--- src/rtl/ctrl_pkg.sv ---
// ctrl_pkg: opcodes, funct codes, ALU encodings, the control bundle and FSM state
// shared by ctrl_pipe (optional forwarding info enabled by CTRL_FWD_INFO_EN).
package ctrl_pkg;
  localparam logic [5:0] OP_R = 6'b000000, OP_ADDI = 6'b001000, OP_LW = 6'b100011,
                         OP_LB = 6'b100101, OP_SW = 6'b101011, OP_BEQ = 6'b000100,
                         OP_J = 6'b000010;
  localparam logic [5:0] FN_ADD = 6'b100000, FN_SUB = 6'b100010, FN_AND = 6'b100100,
                         FN_X3 = 6'b011110, FN_OR = 6'b100101, FN_SLT = 6'b101010,
                         FN_MULT = 6'b011000;
  localparam logic [2:0] ALU_ADD = 3'd0, ALU_SUB = 3'd1, ALU_AND = 3'd2, ALU_X3 = 3'd3,
                         ALU_OR = 3'd4, ALU_SLT = 3'd5, ALU_MUL = 3'd6;
  typedef struct packed {
    logic       reg_write;
    logic       mem_to_reg;
    logic       mem_write;
    logic       branch_eq;
    logic       jump;
    logic       alu_src;
    logic       load_ctrl;
    logic [2:0] alu;
  } ctrl_t;
  localparam ctrl_t CTRL_NOP = '0;
  typedef enum logic {IDLE, BUSY} state_t;
endpackage

--- src/rtl/ctrl_decode.sv ---
// ctrl_decode: combinational op/funct to control bundle decoder used in ID.
module ctrl_decode
  import ctrl_pkg::*;
(
  input  logic [5:0] op_i,
  input  logic [5:0] funct_i,
  output ctrl_t      ctrl_o,
  output logic       is_r_o,
  output logic       is_mult_o,
  output logic       reads_rt_o
);
  always_comb begin
    ctrl_o = CTRL_NOP;
    is_mult_o = 1'b0;
    is_r_o = op_i == OP_R;
    reads_rt_o = op_i inside {OP_R, OP_SW, OP_BEQ};
    case (op_i)
      OP_R: begin
        ctrl_o.reg_write = 1'b1;
        case (funct_i)
          FN_ADD:  ctrl_o.alu = ALU_ADD;
          FN_SUB:  ctrl_o.alu = ALU_SUB;
          FN_AND:  ctrl_o.alu = ALU_AND;
          FN_X3:   ctrl_o.alu = ALU_X3;
          FN_OR:   ctrl_o.alu = ALU_OR;
          FN_SLT:  ctrl_o.alu = ALU_SLT;
          FN_MULT: begin
            ctrl_o.alu = ALU_MUL;
            is_mult_o = 1'b1;
          end
          default: ctrl_o.reg_write = 1'b0;
        endcase
      end
      OP_ADDI: {ctrl_o.alu_src, ctrl_o.reg_write} = 2'b11;
      OP_LW, OP_LB: begin
        {ctrl_o.alu_src, ctrl_o.mem_to_reg, ctrl_o.reg_write} = 3'b111;
        ctrl_o.load_ctrl = op_i == OP_LB;
      end
      OP_SW: {ctrl_o.alu_src, ctrl_o.mem_write} = 2'b11;
      OP_BEQ: begin
        ctrl_o.branch_eq = 1'b1;
        ctrl_o.alu = ALU_SUB;
      end
      OP_J: ctrl_o.jump = 1'b1;
      default: ;
    endcase
  end
endmodule

--- src/rtl/ctrl_pipe.sv ---
// ctrl_pipe: pipelined control decode with load-use/RAW interlock and multi-cycle MULT FSM.
// CTRL_FWD_INFO_EN adds forwarding-select outputs and limits stalls to load-use.
module ctrl_pipe
  import ctrl_pkg::*;
#(
  parameter int ALUC_W = 4,
  parameter int MUL_LAT = 4,
  parameter int REG_AW = 5
) (
  input  logic              clk,
  input  logic              rst,
  input  logic [5:0]        op,
  input  logic [5:0]        funct,
  input  logic [REG_AW-1:0] rs,
  input  logic [REG_AW-1:0] rt,
  input  logic [REG_AW-1:0] rd,
  input  logic              id_valid,
  input  logic              ex_flush,
  output logic              stall,
  output logic              mul_busy,
  output logic              ex_valid, ex_RegWrite, ex_MemToReg, ex_MemWrite,
  output logic              ex_BranchEq, ex_Jump, ex_ALUSrc, ex_LoadCtrl,
  output logic [ALUC_W-1:0] ex_ALUc,
  output logic [REG_AW-1:0] ex_wreg,
  output logic              mem_valid, mem_RegWrite, mem_MemToReg, mem_MemWrite, mem_LoadCtrl,
  output logic [REG_AW-1:0] mem_wreg,
  output logic              wb_valid, wb_RegWrite, wb_MemToReg, wb_LoadCtrl,
`ifdef CTRL_FWD_INFO_EN
  output logic [1:0]        fwd_a,
  output logic [1:0]        fwd_b,
`endif
  output logic [REG_AW-1:0] wb_wreg
);
  localparam int CW = MUL_LAT > 1 ? $clog2(MUL_LAT) : 1;
  ctrl_t dec, id_c, ex_q, ex_d;
  logic is_r, is_mult, reads_rt, busy, hazard, load_ex, ld, mul_start;
  logic [REG_AW-1:0] id_wreg, ex_wreg_q, ex_wreg_d, mem_wreg_q, wb_wreg_q;
  logic ex_valid_q, ex_valid_d;
  logic mem_valid_q, mem_rw_q, mem_mtr_q, mem_mw_q, mem_lc_q;
  logic wb_valid_q, wb_rw_q, wb_mtr_q, wb_lc_q;
  state_t state_q, state_d;
  logic [CW-1:0] cnt_q, cnt_d;
  function automatic logic raw(input logic w, input logic [REG_AW-1:0] a, s, t, input logic use_t);
    return w & (a != '0) & ((a == s) | ((a == t) & use_t));
  endfunction
  ctrl_decode u_dec (.op_i(op), .funct_i(funct), .ctrl_o(dec), .is_r_o(is_r), .is_mult_o(is_mult), .reads_rt_o(reads_rt));
  always_comb begin
    id_wreg = is_r ? rd : rt;
    id_c = dec;
    id_c.reg_write = dec.reg_write & id_valid & ~is_mult & (id_wreg != '0);
  end
  assign busy = state_q == BUSY;
`ifdef CTRL_FWD_INFO_EN
  assign hazard = raw(ex_valid_q & ex_q.mem_to_reg, ex_wreg_q, rs, rt, reads_rt);
`else
  // Without forwarding, any pending writer in EX or MEM must drain before ID reads it.
  assign hazard = raw(ex_valid_q & ex_q.reg_write, ex_wreg_q, rs, rt, reads_rt) |
                  raw(mem_valid_q & mem_rw_q, mem_wreg_q, rs, rt, reads_rt);
`endif
  assign stall = busy | (hazard & ~ex_flush);
  assign mul_busy = busy;
  always_comb begin
    load_ex = ~busy & ~hazard & ~ex_flush;
    ld = load_ex & id_valid;
    mul_start = ld & is_mult & (MUL_LAT > 1);
    state_d = busy ? ((cnt_q == CW'(1)) ? IDLE : BUSY) : (mul_start ? BUSY : IDLE);
    cnt_d = busy ? cnt_q - CW'(1) : (mul_start ? CW'(MUL_LAT - 1) : '0);
    ex_valid_d = busy ? ex_valid_q : ld;
    ex_d = busy ? ex_q : (ld ? id_c : CTRL_NOP);
    ex_wreg_d = busy ? ex_wreg_q : (ld ? id_wreg : '0);
  end
`ifdef CTRL_FWD_INFO_EN
  logic [REG_AW-1:0] ex_rs_q, ex_rt_q;
  function automatic logic [1:0] fwd(input logic [REG_AW-1:0] r);
    return (mem_rw_q & (mem_wreg_q != '0) & (mem_wreg_q == r)) ? 2'b01 :
           (wb_rw_q & (wb_wreg_q != '0) & (wb_wreg_q == r)) ? 2'b10 : 2'b00;
  endfunction
  assign fwd_a = fwd(ex_rs_q);
  assign fwd_b = fwd(ex_rt_q);
  always_ff @(posedge clk or posedge rst)
    if (rst) begin
      ex_rs_q <= '0;
      ex_rt_q <= '0;
    end else if (!busy) begin
      ex_rs_q <= ld ? rs : '0;
      ex_rt_q <= ld ? rt : '0;
    end
`endif
  always_ff @(posedge clk or posedge rst)
    if (rst) begin
      state_q <= IDLE;
      cnt_q <= '0;
      ex_valid_q <= 1'b0;
      ex_q <= CTRL_NOP;
      ex_wreg_q <= '0;
      {mem_valid_q, mem_rw_q, mem_mtr_q, mem_mw_q, mem_lc_q} <= '0;
      mem_wreg_q <= '0;
      {wb_valid_q, wb_rw_q, wb_mtr_q, wb_lc_q} <= '0;
      wb_wreg_q <= '0;
    end else begin
      state_q <= state_d;
      cnt_q <= cnt_d;
      ex_valid_q <= ex_valid_d;
      ex_q <= ex_d;
      ex_wreg_q <= ex_wreg_d;
      {mem_valid_q, mem_rw_q, mem_mtr_q, mem_mw_q, mem_lc_q} <= busy ? 5'b0 :
        {ex_valid_q, ex_q.reg_write, ex_q.mem_to_reg, ex_q.mem_write, ex_q.load_ctrl};
      mem_wreg_q <= busy ? '0 : ex_wreg_q;
      {wb_valid_q, wb_rw_q, wb_mtr_q, wb_lc_q} <= {mem_valid_q, mem_rw_q, mem_mtr_q, mem_lc_q};
      wb_wreg_q <= mem_wreg_q;
    end
  assign ex_valid = ex_valid_q;
  assign {ex_RegWrite, ex_MemToReg, ex_MemWrite, ex_BranchEq, ex_Jump, ex_ALUSrc, ex_LoadCtrl} =
    {ex_q.reg_write, ex_q.mem_to_reg, ex_q.mem_write, ex_q.branch_eq, ex_q.jump, ex_q.alu_src, ex_q.load_ctrl};
  assign ex_ALUc = ALUC_W'(ex_q.alu);
  assign ex_wreg = ex_wreg_q;
  assign {mem_valid, mem_RegWrite, mem_MemToReg, mem_MemWrite, mem_LoadCtrl} =
    {mem_valid_q, mem_rw_q, mem_mtr_q, mem_mw_q, mem_lc_q};
  assign mem_wreg = mem_wreg_q;
  assign {wb_valid, wb_RegWrite, wb_MemToReg, wb_LoadCtrl} = {wb_valid_q, wb_rw_q, wb_mtr_q, wb_lc_q};
  assign wb_wreg = wb_wreg_q;
endmodule

--- config.mk ---
export PLATFORM = sky130hd
export DESIGN_NAME = ctrl_pipe
export DESIGN_NICKNAME = d
export VERILOG_FILES = /design/src/rtl/ctrl_pkg.sv /design/src/rtl/ctrl_decode.sv /design/src/rtl/ctrl_pipe.sv
export SDC_FILE = /design/constraint.sdc
export NUM_CORES = 1
export LEC_CHECK = 0
export CAP_MARGIN = 10
export CORE_ASPECT_RATIO = 0.75
export CORE_MARGIN = 8
export CORE_UTILIZATION = 50
export DETAILED_ROUTE_END_ITERATION = 10
export DONT_BUFFER_PORTS = 1
export GPL_TIMING_DRIVEN = 0
export SLEW_MARGIN = 10
export SYNTH_ARGS = -nofsm -noshare
export SYNTH_HDL_FRONTEND = slang
export SYNTH_HIERARCHICAL = 1
export SYNTH_SLANG_ARGS = --single-unit
--- constraint.sdc ---
create_clock -name clk -period 2 [get_ports clk]
set_input_delay 0.1 -clock clk [delete_from_list [all_inputs] [get_ports clk]]
set_output_delay 0.1 -clock clk [all_outputs]
set_load 0.1 [all_outputs]
==> key figures <==
GRT
  • Grt ovf: 0
  • Initial antenna violation count: 0
  • Vias in the first global route: 1528
  • First-pass GRT wire length: 8110 um
  • All-Layer GR Usage: 16.6%
  • Largest net degree at the start of global routing: 39

Route
  • Wirelength, routed: 5340 um
  • Vias: 1590
  • Drt wl/cell: 19.9 um
  • Routed Antenna Nets: 0
  • DR DRC count: 0
  • Initial DRC Count: 103
  • Number of detailed-route iterations in the first pass: 4
  • Via density: 5.93

STA
  • Unrepaired setup endpoints after global routing: true
  • Worst-Margin Slew: 1.01 ns
  • Final Cycle Share: 121%
  • Final Max Slew Viols: 0
  • Max Clk Rate: 414 MHz
  • Final setup viols: 13
  • Final worst slack: -0.416 ns
  • Worst Clk Skew: 0.00359 ns
  • Worst slew margin: 32.7%
  • Final hold vios: 0
  • Tmin final: 2.42 ns

Finish
  • Post-Layout Cell Count: 268
  • Final #Nets: 244
  • Area grow syn2layout: 18.2%
  • Most frequent cells in the layout: dfrtp_1 (27), nand2_1 (19), xor2_1 (18), nand3_1 (12), nor2b_1 (10)
  • Most common cell after layout, fill and taps aside: dfrtp_1
  • Final core utilization: 60.1%
  • Share of layout cells above drive strength 1: 23.0%
  • Antenna diodes: 0

Floorplan
  • Initial Util: 50.9%
  • Die ar.: 6360 um2
  • # rows: 20
  • Boundary Pins: 69
  • Die width: 89.5 um
  • Core box area: 3980 um2
  • Die height: 71.1 um

Logic synthesis
  • Seq/Total Area, Yosys: 47.0%
  • Synth warn: 6
  • Asr flop ratio synth: 100%
  • Post-Synthesis Cells: 201
  • Syn Nets: 233
  • Yosys reg bits: 38
  • Avg Synthesized Cell Area: 10.1 um2
  • Number of synthesized flops with an enable pin: 0
  • Top FF cell, synth: dfrtp_1
  • Post-Syn Area: 2020 um2
  • Netlist cell types: 46

Critical path
  • Arr. time, crit path: 2.32 ns
  • WS Path Type: register to output port
  • Slowest stage delay, CP: 0.64 ns
  • Critical Path RT: 1.90 ns
  • R2R Setup Slk: -0.33 ns
  • CP Max Fanout: 5
  • Worst-path cell chain: or4_4, o211ai_1, o22ai_2, buf_6, a21o_4
  • Startpoint Class: register
  • Family with the most delay on the worst path: compound AO/OA/AOI/OAI gates
  • Combined buffer and inverter count along the critical path: 1
  • Critical path's slowest cell: dfrtp_4
  • Critical path endpoint category: output port

Power
  • Comb pwr share: 8.6%
  • Reg power frac: 57.8%
  • Leak: 1.01 nW
  • Peak VDD IR: 0.458 mV
  • Power Density: 680 nW/um2
  • Clk network pwr share: 33.6%
  • Power Total: 1.63 mW
  • Switching part of the total: 30.8%
  • Psw: 0.501 mW
  • Cell internal pwr: 1.13 mW

Placed design
  • PortBufs: 0
  • Final Wtd Congestion: 0.892
  • Placed Cells: 256
  • DPL Wire Length: 3920 um

Job
  • Max_cap viols: 0

Clocking
  • Clk slew on worst S/H paths: 0.07 ns
  • CTS Buffer Depth: 2
  • Clk_lat worst skew: 0.29 ns
  • TritonCTS buffer count: 5
  • H-tree levels: 2
  • Clock Sinks: 38
  • Root Driver: clkbuf_8
  • CTS tree: yes

Run status
  • Status: finished with violations
  • Failing checks: setup timing

Worst hold path
  • Hold Crit Class: input pin to register
==> state kept, by name (all words and copies together) (netlist names), 2 cells and up <==
signal and flops:
ex_ALUc 3, wb_wreg 5, mem_wreg 5, ex_wreg 5, cnt_q 2
==> cells by family (layout without fill, tap and decap cells) <==
| kind of cell | Yosys count | count (layout) | share of synthesized area (%) |
|---|---|---|---|
| flip-flops | 38 | 38 | 47.0 |
| XOR/XNOR | 21 | 21 | 9.09 |
| multiplexers | 6 | 6 | 2.97 |
| AO/OA/AOI/OAI | 37 | 37 | 13.0 |
| buffers and inverters | 17 | 29 | 4.51 |
| AND/OR/NAND/NOR | 80 | 80 | 22.7 |
| adder cells (fa/ha/maj) | 1 | 1 | 0.618 |
| other | 1 | 1 | 0.185 |
==> metal layers <==
metal	vias to the layer above	GRT usage [%]	share of wire [%]
met5	-	0	0
met4	0	7.90	2.2
met2	62	23.4	46
met3	10	6.60	9.4
li1	741	-	-
met1	777	21.4	43
==> power by group through the flow <==
stage | clock [mW] | sequential, mW | combinational [mW]
floorplan | 0 | 0.944 | 0.106
global placement | 0 | 0.953 | 0.119
detailed placement | 0 | 0.954 | 0.123
CTS | 0.554 | 0.940 | 0.127
global route | 0.587 | 0.942 | 0.154
finish | 0.547 | 0.940 | 0.140
==> per-stage QoR <==
stage	setup slack [ns]	cell area [um2]	TNS [ns]	hold WS, ns
after detailed placement	-0.312	2120	-3.05	0.158
after floorplan	0.00365	2050	0	0.292
after global placement	-0.287	2120	-2.75	0.317
final	-0.416	2390	-2.63	0.00770
after CTS	-0.395	2260	-1.78	0.00423
after global routing	-0.451	2390	-3.52	0.0130
==> worst reg2reg max path, stage by stage, from the launching register on <==
cell and delay (ns):
dfrtp_4 0.64, or4_4 0.57, o211ai_1 0.24, o22ai_2 0.12, buf_6 0.14, buf_4 0.14, buf_8 0.14, o31ai_4 0.24
==> layout make-up <==
type / count / area, um2
inverter: 7 / 26.3
multi-input combinational: 146 / 1090
clock buffer: 6 / 82.6
tap: 55 / 68.8
buffer: 9 / 60.1
clock inverter: 2 / 12.5
fill: 314 / 1590
timing repair buffer: 5 / 65.1
sequential: 38 / 985
==> what timing repair did <==
item	in CTS	in global routing
hold endpoints to repair	38	0
pin swaps	3	5
buffers inserted	2	2
resized for setup	7	27
gates cloned	0	1
setup endpoints to repair	20	20
hold buffers	1	0
==> worst paths after layout <==
check / startpoint / endpoint / depth (start not counted)
worst max-delay path: mem_wreg[1]$_DFF_PP0_ / stall / 5
worst min-delay path: op[3] / ex_BranchEq$_DFFE_PP0N_ / 3
worst max register to register: mem_wreg[1]$_DFF_PP0_ / ex_wreg[0]$_DFFE_PP0N_ / 7
worst min register to register: cnt_q[0]$_DFF_PP0_ / cnt_q[0]$_DFF_PP0_ / 1
max in group asynchronous: rst / ex_wreg[1]$_DFFE_PP0N_ / 2
min in group asynchronous: rst / mem_wreg[0]$_DFF_PP0_ / 2
==> synthesized netlist by cell type (2+ instances only) <==
| library cell | n | area, um2 |
|---|---|---|
| dfrtp_1 | 38 | 951 |
| or4_1 | 5 | 37.5 |
| nor3b_1 | 2 | 15.0 |
| o22ai_1 | 4 | 25.0 |
| a32oi_1 | 2 | 17.5 |
| nand2_1 | 19 | 71.3 |
| nor4b_1 | 2 | 17.5 |
| mux2i_1 | 6 | 60.1 |
| a21o_1 | 2 | 15.0 |
| nor2_1 | 7 | 26.3 |
| o21ai_0 | 12 | 60.1 |
| nand3b_1 | 3 | 22.5 |
| nor4_1 | 2 | 12.5 |
| clkbuf_1 | 6 | 22.5 |
| nand2b_1 | 4 | 25.0 |
| nor3_1 | 6 | 30.0 |
| nor2b_1 | 10 | 62.6 |
| inv_1 | 6 | 22.5 |
| xnor2_1 | 3 | 26.3 |
| a31oi_1 | 2 | 12.5 |
| nand3_1 | 12 | 60.1 |
| xor2_1 | 18 | 158 |
| o31ai_1 | 7 | 52.6 |
Power figures use the tool's default switching activity.
